==> src/rtl/fp_addsub_pipe.sv <==
// fp_addsub_pipe: 3-stage pipelined floating-point adder/subtractor with valid/ready flow control.
// Define FP_ADD_SAT_EN to saturate overflow to the largest finite value instead of infinity.
module fp_addsub_pipe #(
   parameter int EXP_W = 5,
   parameter int MAN_W = 10
) (
   input  logic                   clk,
   input  logic                   rst_n,
   input  logic                   in_valid,
   output logic                   in_ready,
   input  logic [EXP_W+MAN_W:0]   data1,
   input  logic [EXP_W+MAN_W:0]   data2,
   input  logic                   sub,
   output logic                   out_valid,
   input  logic                   out_ready,
   output logic [EXP_W+MAN_W:0]   result,
   output logic [2:0]             flags
);
   localparam int W  = 1 + EXP_W + MAN_W;
   localparam int XW = MAN_W + 4;   // hidden bit + mantissa + guard/round/sticky
   localparam int EW = EXP_W + 1;   // exponent with headroom for carry-out
   localparam int PW = EW + MAN_W;
   localparam logic [EXP_W-1:0] EXP_ONES = '1;
   localparam logic [W-1:0] QNAN = {1'b0, EXP_ONES, 1'b1, {(MAN_W-1){1'b0}}};

   function automatic logic [EW-1:0] lzc(input logic [XW-1:0] v);
      logic [EW-1:0] n;
      logic          found;
      n = EW'(XW);
      found = 1'b0;
      for (int i = XW-1; i >= 0; i--) begin
         if (v[i] && !found) begin
            n = EW'(XW-1-i);
            found = 1'b1;
         end
      end
      return n;
   endfunction

   function automatic logic rnd_up(input logic lsb, input logic g, input logic r, input logic s);
      return g & (r | s | lsb);
   endfunction

   function automatic logic [W-1:0] ovf_value(input logic sgn);
`ifdef FP_ADD_SAT_EN
      return {sgn, EXP_ONES - EXP_W'(1), {MAN_W{1'b1}}};
`else
      return {sgn, EXP_ONES, {MAN_W{1'b0}}};
`endif
   endfunction

   logic vld_p0, vld_p1, vld_p2;
   logic load_p0, load_p1, load_p2;

   assign load_p2   = !vld_p2 || out_ready;
   assign load_p1   = !vld_p1 || load_p2;
   assign load_p0   = !vld_p0 || load_p1;
   assign in_ready  = load_p0;
   assign out_valid = vld_p2;

   // ---- S1: unpack, special cases, swap by magnitude, align ----
   logic [W-1:0]     opa, opb;
   logic             sa, sb, big_s, swap;
   logic [EXP_W-1:0] ea, eb, big_e, sml_e, be, se;
   logic [MAN_W-1:0] ma, mb, big_m, sml_m;
   logic             nan_a, nan_b, inf_a, inf_b, zero_a, zero_b;
   logic [7:0]       diff8, sh8;
   logic [XW-1:0]    big_x, sml_x, mask, aligned;
   logic             spc_w, spc_inv_w;
   logic [W-1:0]     spc_res_w;

   assign opa = data1;
   assign opb = {data2[W-1] ^ sub, data2[W-2:0]};
   assign {sa, ea, ma} = opa;
   assign {sb, eb, mb} = opb;

   assign nan_a  = (ea == EXP_ONES) && (ma != '0);
   assign nan_b  = (eb == EXP_ONES) && (mb != '0);
   assign inf_a  = (ea == EXP_ONES) && (ma == '0);
   assign inf_b  = (eb == EXP_ONES) && (mb == '0);
   assign zero_a = (ea == '0) && (ma == '0);
   assign zero_b = (eb == '0) && (mb == '0);

   assign swap = opb[W-2:0] > opa[W-2:0];
   assign {big_s, big_e, big_m} = swap ? opb : opa;
   assign {sml_e, sml_m}        = swap ? opa[W-2:0] : opb[W-2:0];

   // subnormals use effective exponent 1 with a zero hidden bit
   assign be    = (big_e == '0) ? EXP_W'(1) : big_e;
   assign se    = (sml_e == '0) ? EXP_W'(1) : sml_e;
   assign big_x = {big_e != '0, big_m, 3'b000};
   assign sml_x = {sml_e != '0, sml_m, 3'b000};
   assign diff8 = 8'(be) - 8'(se);
   assign sh8   = (diff8 > 8'(XW-1)) ? 8'(XW-1) : diff8;
   assign mask  = (XW'(1) << sh8) - XW'(1);
   assign aligned = (sml_x >> sh8) | {{(XW-1){1'b0}}, |(sml_x & mask)};

   always_comb begin
      spc_w     = 1'b1;
      spc_inv_w = 1'b0;
      spc_res_w = QNAN;
      if (nan_a || nan_b || (inf_a && inf_b && (sa != sb))) spc_inv_w = 1'b1;
      else if (inf_a)              spc_res_w = opa;
      else if (inf_b)              spc_res_w = opb;
      else if (zero_a && zero_b)   spc_res_w = {sa & sb, {(W-1){1'b0}}};
      else if (zero_a)             spc_res_w = opb;
      else if (zero_b)             spc_res_w = opa;
      else                         spc_w = 1'b0;
   end

   logic             spc_p0, spc_inv_p0, sign_p0, esub_p0;
   logic [W-1:0]     spc_res_p0;
   logic [EXP_W-1:0] exp_p0;
   logic [XW-1:0]    big_p0, sml_p0;

   always_ff @(posedge clk) begin
      if (in_valid && load_p0) begin
         spc_p0     <= spc_w;
         spc_inv_p0 <= spc_inv_w;
         spc_res_p0 <= spc_res_w;
         sign_p0    <= big_s;
         esub_p0    <= sa ^ sb;
         exp_p0     <= be;
         big_p0     <= big_x;
         sml_p0     <= aligned;
      end
   end

   // ---- S2: add/subtract, leading-zero count, normalise ----
   logic [XW:0]   sum_w;
   logic [XW-1:0] norm_w;
   logic [EW-1:0] nexp_w, lz_w, lsh_w, emax_w;

   always_comb begin
      sum_w  = esub_p0 ? ({1'b0, big_p0} - {1'b0, sml_p0}) : ({1'b0, big_p0} + {1'b0, sml_p0});
      lz_w   = lzc(sum_w[XW-1:0]);
      emax_w = EW'(exp_p0) - EW'(1);
      lsh_w  = (lz_w < emax_w) ? lz_w : emax_w;
      if (sum_w[XW]) begin
         norm_w = {sum_w[XW:2], sum_w[1] | sum_w[0]};
         nexp_w = EW'(exp_p0) + EW'(1);
      end else begin
         // left shift stops at exponent 1 so tiny results stay subnormal
         norm_w = sum_w[XW-1:0] << lsh_w;
         nexp_w = norm_w[XW-1] ? (EW'(exp_p0) - lsh_w) : '0;
      end
   end

   logic          spc_p1, spc_inv_p1, sign_p1;
   logic [W-1:0]  spc_res_p1;
   logic [EW-1:0] exp_p1;
   logic [XW-1:0] man_p1;

   always_ff @(posedge clk) begin
      if (vld_p0 && load_p1) begin
         spc_p1     <= spc_p0;
         spc_inv_p1 <= spc_inv_p0;
         spc_res_p1 <= spc_res_p0;
         sign_p1    <= sign_p0 & (sum_w != '0);
         exp_p1     <= nexp_w;
         man_p1     <= norm_w;
      end
   end

   // ---- S3: round to nearest even, pack, flags ----
   logic          up_w, ovf_w, inx_w;
   logic [PW-1:0] packed_w;

   // rounding carry ripples from the mantissa field straight into the exponent
   assign up_w     = rnd_up(man_p1[3], man_p1[2], man_p1[1], man_p1[0]);
   assign packed_w = {exp_p1, man_p1[XW-2:3]} + PW'(up_w);
   assign ovf_w    = packed_w[PW-1:MAN_W] >= EW'(EXP_ONES);
   assign inx_w    = (|man_p1[2:0]) | ovf_w;

   always_ff @(posedge clk or negedge rst_n) begin
      if (!rst_n) begin
         vld_p0 <= 1'b0;
         vld_p1 <= 1'b0;
         vld_p2 <= 1'b0;
         result <= '0;
         flags  <= '0;
      end else begin
         if (load_p0) vld_p0 <= in_valid;
         if (load_p1) vld_p1 <= vld_p0;
         if (load_p2) vld_p2 <= vld_p1;
         if (load_p2 && vld_p1) begin
            if (spc_p1) begin
               result <= spc_res_p1;
               flags  <= {spc_inv_p1, 2'b00};
            end else if (ovf_w) begin
               result <= ovf_value(sign_p1);
               flags  <= 3'b011;
            end else begin
               result <= {sign_p1, packed_w[EXP_W+MAN_W-1:0]};
               flags  <= {2'b00, inx_w};
            end
         end
      end
   end

endmodule

==> config.mk <==
export PLATFORM = sky130hd
export DESIGN_NAME = fp_addsub_pipe
export DESIGN_NICKNAME = d
export VERILOG_FILES = /design/src/rtl/fp_addsub_pipe.sv
export SDC_FILE = /design/constraint.sdc
export NUM_CORES = 1
export LEC_CHECK = 0
export BUFFER_PORTS_ARGS = -buffer_cell sky130_fd_sc_hd__buf_4
export CAP_MARGIN = 20
export CORE_MARGIN = 4
export CORE_UTILIZATION = 55
export DETAILED_ROUTE_END_ITERATION = 6
export PLACE_DENSITY = 0.73
export SLEW_MARGIN = 15
export SYNTH_ARGS = -nofsm -noshare
export SYNTH_HDL_FRONTEND = slang
export SYNTH_SLANG_ARGS = --single-unit
==> constraint.sdc <==
create_clock -name clk -period 6.3 [get_ports clk]
set_input_delay 1.26 -clock clk [delete_from_list [all_inputs] [get_ports clk]]
set_output_delay 1.26 -clock clk [all_outputs]
set_load 0.005 [all_outputs]
# Yosys cells after proc, flatten, opt, wreduce, memory -nomap -nowiden
# Cells that the tools add are included.
# totals
input_bits	37
word_cells	156
output_inout_bits	21
register_bits	110
# op_classes
n_eq_ne	3
n_addsub	8
magnitude_cmp	4
n_shift	3
n_reduce_logical	60
bitwise_logic	11
muxes	48
# op_table
operator	count
16-bit 2-to-1 mux	7
6-bit 2-to-1 mux	16
15-bit 2-to-1 mux	3
1-bit logical AND	25
10-bit zero test	2
5-bit zero test	4
10-bit nonzero test	2
16-bit by 1-bit adder with 16-bit output	1
1-bit zero test	16
14-bit by 14-bit adder with 15-bit output	1
15-bit > comparator	1
1-bit 2-to-1 mux	15
15-bit nonzero test	1
14-bit by 14-bit subtractor with 15-bit output	1
14-bit AND	1
14-bit by 1-bit bitwise OR with 14-bit output	1
14-bit OR reduction	1
1-bit by 8-bit << shifter with 14-bit output (first input constant)	1
14-bit by 6-bit << shifter with 14-bit output	1
14-bit by 8-bit >> shifter with 14-bit output	1
14-bit by 2-bit subtractor with 14-bit output (second input constant)	1
13-bit 2-to-1 mux	1
5-bit equality test (second input constant)	2
5-bit 2-to-1 mux	2
other kinds (19)	30

# Depth between registers and ports, before layout
# logic_depth
ltp_word	47
depth_mapped	32
depth_no_buf	30

# Worst setup path after synthesis
# No wires, ideal clock.
# synth_timing
kind	input to register
startpoint	input data1[1]
endpoint	register sml_p0[1], data pin
path_slack_ns	-0.420
t_required_ns	6.030
path_stages	29
setup_time_ns	0.270
arrival_time_ns	6.449
cell_sequence	inv_1 ha_1 nor2b_1 o21a_1 o21a_1 o21a_1 o21ai_0 nand2b_1 a21oi_1 o211a_1 nor2_1 clkbuf_1 a21oi_1 nand4_1 nor2b_1 ha_1 fa_1 nor2b_1 o21ai_0 mux2i_1 o21ai_0 o311a_1 buf_1 mux2i_1 o21ai_0 o21ai_0 mux2i_1 a221oi_1 a21oi_1
# synth_between
elab_chain_cells	9
elab_cells_between_ends	13
cone_classes	add/sub (1); order compare (2); shift (1); mux (5); bitwise (1); reduce/logical (3)
# synth_rtl
item	line_no	rtl
start, declared	11	input logic [EXP_W+MAN_W:0] data1,
15-bit > comparator	84	assign swap = opb[W-2:0] > opa[W-2:0];
16-bit 2-to-1 mux / 15-bit 2-to-1 mux (equally long branches)	85, 86	
5-bit zero test (on tied branches)	89, 90	
5-bit 2-to-1 mux (on tied branches)	89, 90	
5-bit by 5-bit subtractor with 6-bit output	93	assign diff8 = 8'(be) - 8'(se);
8-bit by 4-bit > comparator with 1-bit output	94	assign sh8 = (diff8 > 8'(XW-1)) ? 8'(XW-1) : diff8;
8-bit 2-to-1 mux	94	
14-bit by 8-bit >> shifter with 14-bit output *	96	assign aligned = (sml_x >> sh8) | {{(XW-1){1'b0}}, |(sml_x & mask)};
14-bit by 1-bit bitwise OR with 14-bit output *	96	
end signal, assigned	125	sml_p0 <= aligned;
end, declared	114	logic [XW-1:0] big_p0, sml_p0;
# Every way passes the cells marked *; elsewhere a longest branch is shown, timed or not.
# A chain may end at the register's enable or synchronous reset.

# Final worst setup path
# Ends and elaborated chain as after synthesis.

==> flow_summary.json <==
{
  "num_vias": 8222,
  "drtAntennaViolNets": 0,
  "viasPerCell": 6.21,
  "drt_pass1_iterations": 6,
  "hold_viol": 0,
  "fp.coreArea_mm2": 0.0159,
  "fill_cells": 1349,
  "power.internal_mw": 2.02,
  "die_w_um": 136,
  "grt_max_degree": 51,
  "synthFlopType": "edfxtp_1",
  "synth_area_mm2": 0.00896,
  "setup_viol": 0,
  "power-per-cell-area_mw_per_mm2": 339,
  "drive_above_1_share": 0.157,
  "cts_tree": "done",
  "dp_hpwl_mm": 18.4,
  "clkPwrFrac": 0.159,
  "crit_fanout": 24,
  "track_usage": 0.258,
  "port_buffers": 57,
  "grt-ovfl-total": 0,
  "maxCapViolations": 0,
  "critical_path.endpoint_type": "flip-flop",
  "slew_violations": 0,
  "startpoint_type": "input pin",
  "dieArea_mm2": 0.0184,
  "power_mw": 3.48,
  "crit_type": "input pin to flip-flop",
  "grt_pass1_vias": 7519,
  "ys_async_sr_fraction": 0.200,
  "arrival_ps": 6090,
  "routedWlPerCell_um": 18.2,
  "design_area_mm2": 0.0103,
  "synth_fp_nets": 1131,
  "ys_types": 85,
  "crit_required_ps": 6390,
  "synth_edf_count": 88,
  "min_period_over_period": 0.953,
  "max_freq_ghz": 0.167,
  "core.rowCount": 46,
  "routed_wl_mm": 24.1,
  "drtIter0Drc": 826,
  "worst_pin_slew_ps": 1130,
  "slew_headroom": 0.240,
  "worst_hold_slack_ps": 422,
  "grt_pass1_wl_mm": 38.2,
  "slowest_delay_ps": 410,
  "slowest_stage": "fa_1",
  "p_switching_mw": 1.46,
  "cts_root_buf": "clkbuf_16",
  "seqPwrFrac": 0.305,
  "combPwrFrac": 0.537,
  "yosys_warnings": 0,
  "gp_congestion": 1.01,
  "swShare": 0.419,
  "synthCells": 1036,
  "drc": 0,
  "vdd_drop_max_mv": 0.209,
  "antennaDiodeCount": 0,
  "htreeDepth": 3,
  "fin_skew_ps": 12.8,
  "syn_area_per_cell_um2": 8.65,
  "hold_path.class": "flip-flop to flip-flop",
  "ys_seq_area_frac": 0.356,
  "initial_core_util": 0.562,
  "nets": 1199,
  "antenna_found_initial": 0,
  "outcome": "finished clean",
  "clkSinkCount": 110,
  "cts_buffer_depth": 2,
  "io_pins": 58,
  "dpl_cell_area_mm2": 0.00987,
  "syn2layout_area_growth_pct": 14.5,
  "min_period_ps": 6000,
  "clk_pin_slew_ps": 70,
  "die_h_um": 136,
  "clkLatencyLatePin_ps": 340,
  "ys_seq_elements": 110,
  "p_leak_nw": 4.27,
  "cts_buffers": 9
}
==> layout by cell type (no fill, tap or decap), types with 15 or more instances in the layout <==
cell / n
ha_1: 55
nor3_1: 41
inv_1: 62
buf_4: 105
nor2_1: 86
nand3_1: 37
dfrtp_1: 22
nand2_1: 94
edfxtp_1: 88
nand4_1: 16
mux2i_1: 30
xor2_1: 18
a21o_1: 18
nor2b_1: 15
o21ai_0: 73
a21oi_1: 67
==> cell families (layout without fill, tap and decap cells) <==
logic type,Yosys count,after routing,share of synthesized area
multiplexers,38,38,0.0455
XOR/XNOR,31,31,0.0303
buffers and inverters,118,190,0.0510
adder cells (fa/ha/maj),58,58,0.0835
AO/OA/AOI/OAI,312,312,0.230
flip-flops,110,110,0.356
AND/OR/NAND/NOR,369,370,0.203
==> registers in the layout (all words and copies together), names as in the netlist, 3 cells and up <==
| signal | flops |
|---|---|
| spc_res_p0 | 16 |
| sml_p0 | 14 |
| big_p0 | 11 |
| flags | 3 |
| exp_p0 | 5 |
| result | 16 |
| man_p1 | 13 |
| spc_res_p1 | 16 |
| exp_p1 | 6 |
==> synthesized netlist by cell type, drive strengths merged (13+ instances only) <==
master / instances / area, um2
mux2i: 32 / 337
and3: 14 / 87.6
nor3: 42 / 210
ha: 55 / 688
o21ai: 82 / 418
o211ai: 14 / 105
buf: 15 / 67.6
xnor2: 13 / 114
nor2: 89 / 344
a21o: 18 / 135
nor2b: 15 / 93.8
nand2: 94 / 353
inv: 66 / 250
xor2: 18 / 158
nand4: 16 / 100
nand3: 37 / 185
a21oi: 73 / 365
edfxtp: 88 / 2640
clkbuf: 37 / 139
a31oi: 14 / 87.6
dfrtp: 22 / 551
==> power groups by stage <==
stage | clock network, mW | registers (mW) | logic [mW]
6_report | 0.552 | 1.06 | 1.87
3_5_place_dp | 0 | 1.08 | 1.80
2_1_floorplan | 0 | 1.04 | 1.26
5_1_grt | 0.593 | 1.08 | 2.05
3_3_place_gp | 0 | 1.07 | 1.78
4_1_cts | 0.562 | 1.06 | 1.81
==> timing repair <==
item	in CTS	in global routing
setup endpoints to repair	0	17
gates resized for setup	0	15
buffers inserted	0	1
hold buffers	0	0
==> final timing paths <==
check                                   start             to  slack, ps  cells after the start
min in group asynchronous               rst_n       flags[0]        780                      1
worst max register to register     big_p0[11]      exp_p1[4]        440                     22
worst max-delay path                 data1[1]      sml_p0[1]        300                     29
worst min-delay path            spc_res_p0[3]  spc_res_p1[3]        420                      0
worst min register to register  spc_res_p0[3]  spc_res_p1[3]        420                      0
max in group asynchronous               rst_n     result[14]       5300                      1
==> worst max-delay path: cells and delay by family <==
| family | cells | cell delay [ps] |
|---|---|---|
| adder cells (fa/ha/maj) | 3 | 890 |
| AND/OR/NAND/NOR | 6 | 750 |
| buffers and inverters | 3 | 370 |
| multiplexers | 3 | 470 |
| AO/OA/AOI/OAI | 14 | 2340 |
==> per-layer routing <==
| metal | up-vias | track usage | routed length (um) |
|---|---|---|---|
| met5 | - | 0 | 0 |
| met4 | 0 | 0.0761 | 571 |
| met3 | 49 | 0.0290 | 1400 |
| met2 | 328 | 0.439 | 11900 |
| met1 | 3839 | 0.347 | 10300 |
| li1 | 4006 | - | - |
==> stage by stage <==
step | std cells | setup TNS, ps | utilization | setup slack, ps
2_1_floorplan | 1036 | 0 | - | 13.5
3_3_place_gp | 1306 | 0 | 0.619 | 13.9
5_1_grt | 1325 | -72.9 | 0.643 | -48.4
3_5_place_dp | 1306 | -341 | 0.619 | -158
4_1_cts | 1322 | 0 | 0.638 | 197
6_report | 1325 | 0 | 0.643 | 299
==> cell type report <==
cell class / instances / area (um2) / share of cell area
repair buffers: 108 / 843 / 0.0822
flip-flops and latches: 110 / 3190 / 0.311
clock inverters: 7 / 77.6 / 0.00756
inverters: 66 / 250 / 0.0244
well taps: 216 / 270 / 0.0263
clock buffers: 9 / 225 / 0.0220
multi-input cells: 809 / 5400 / 0.526
Power figures use the tool's default switching activity.
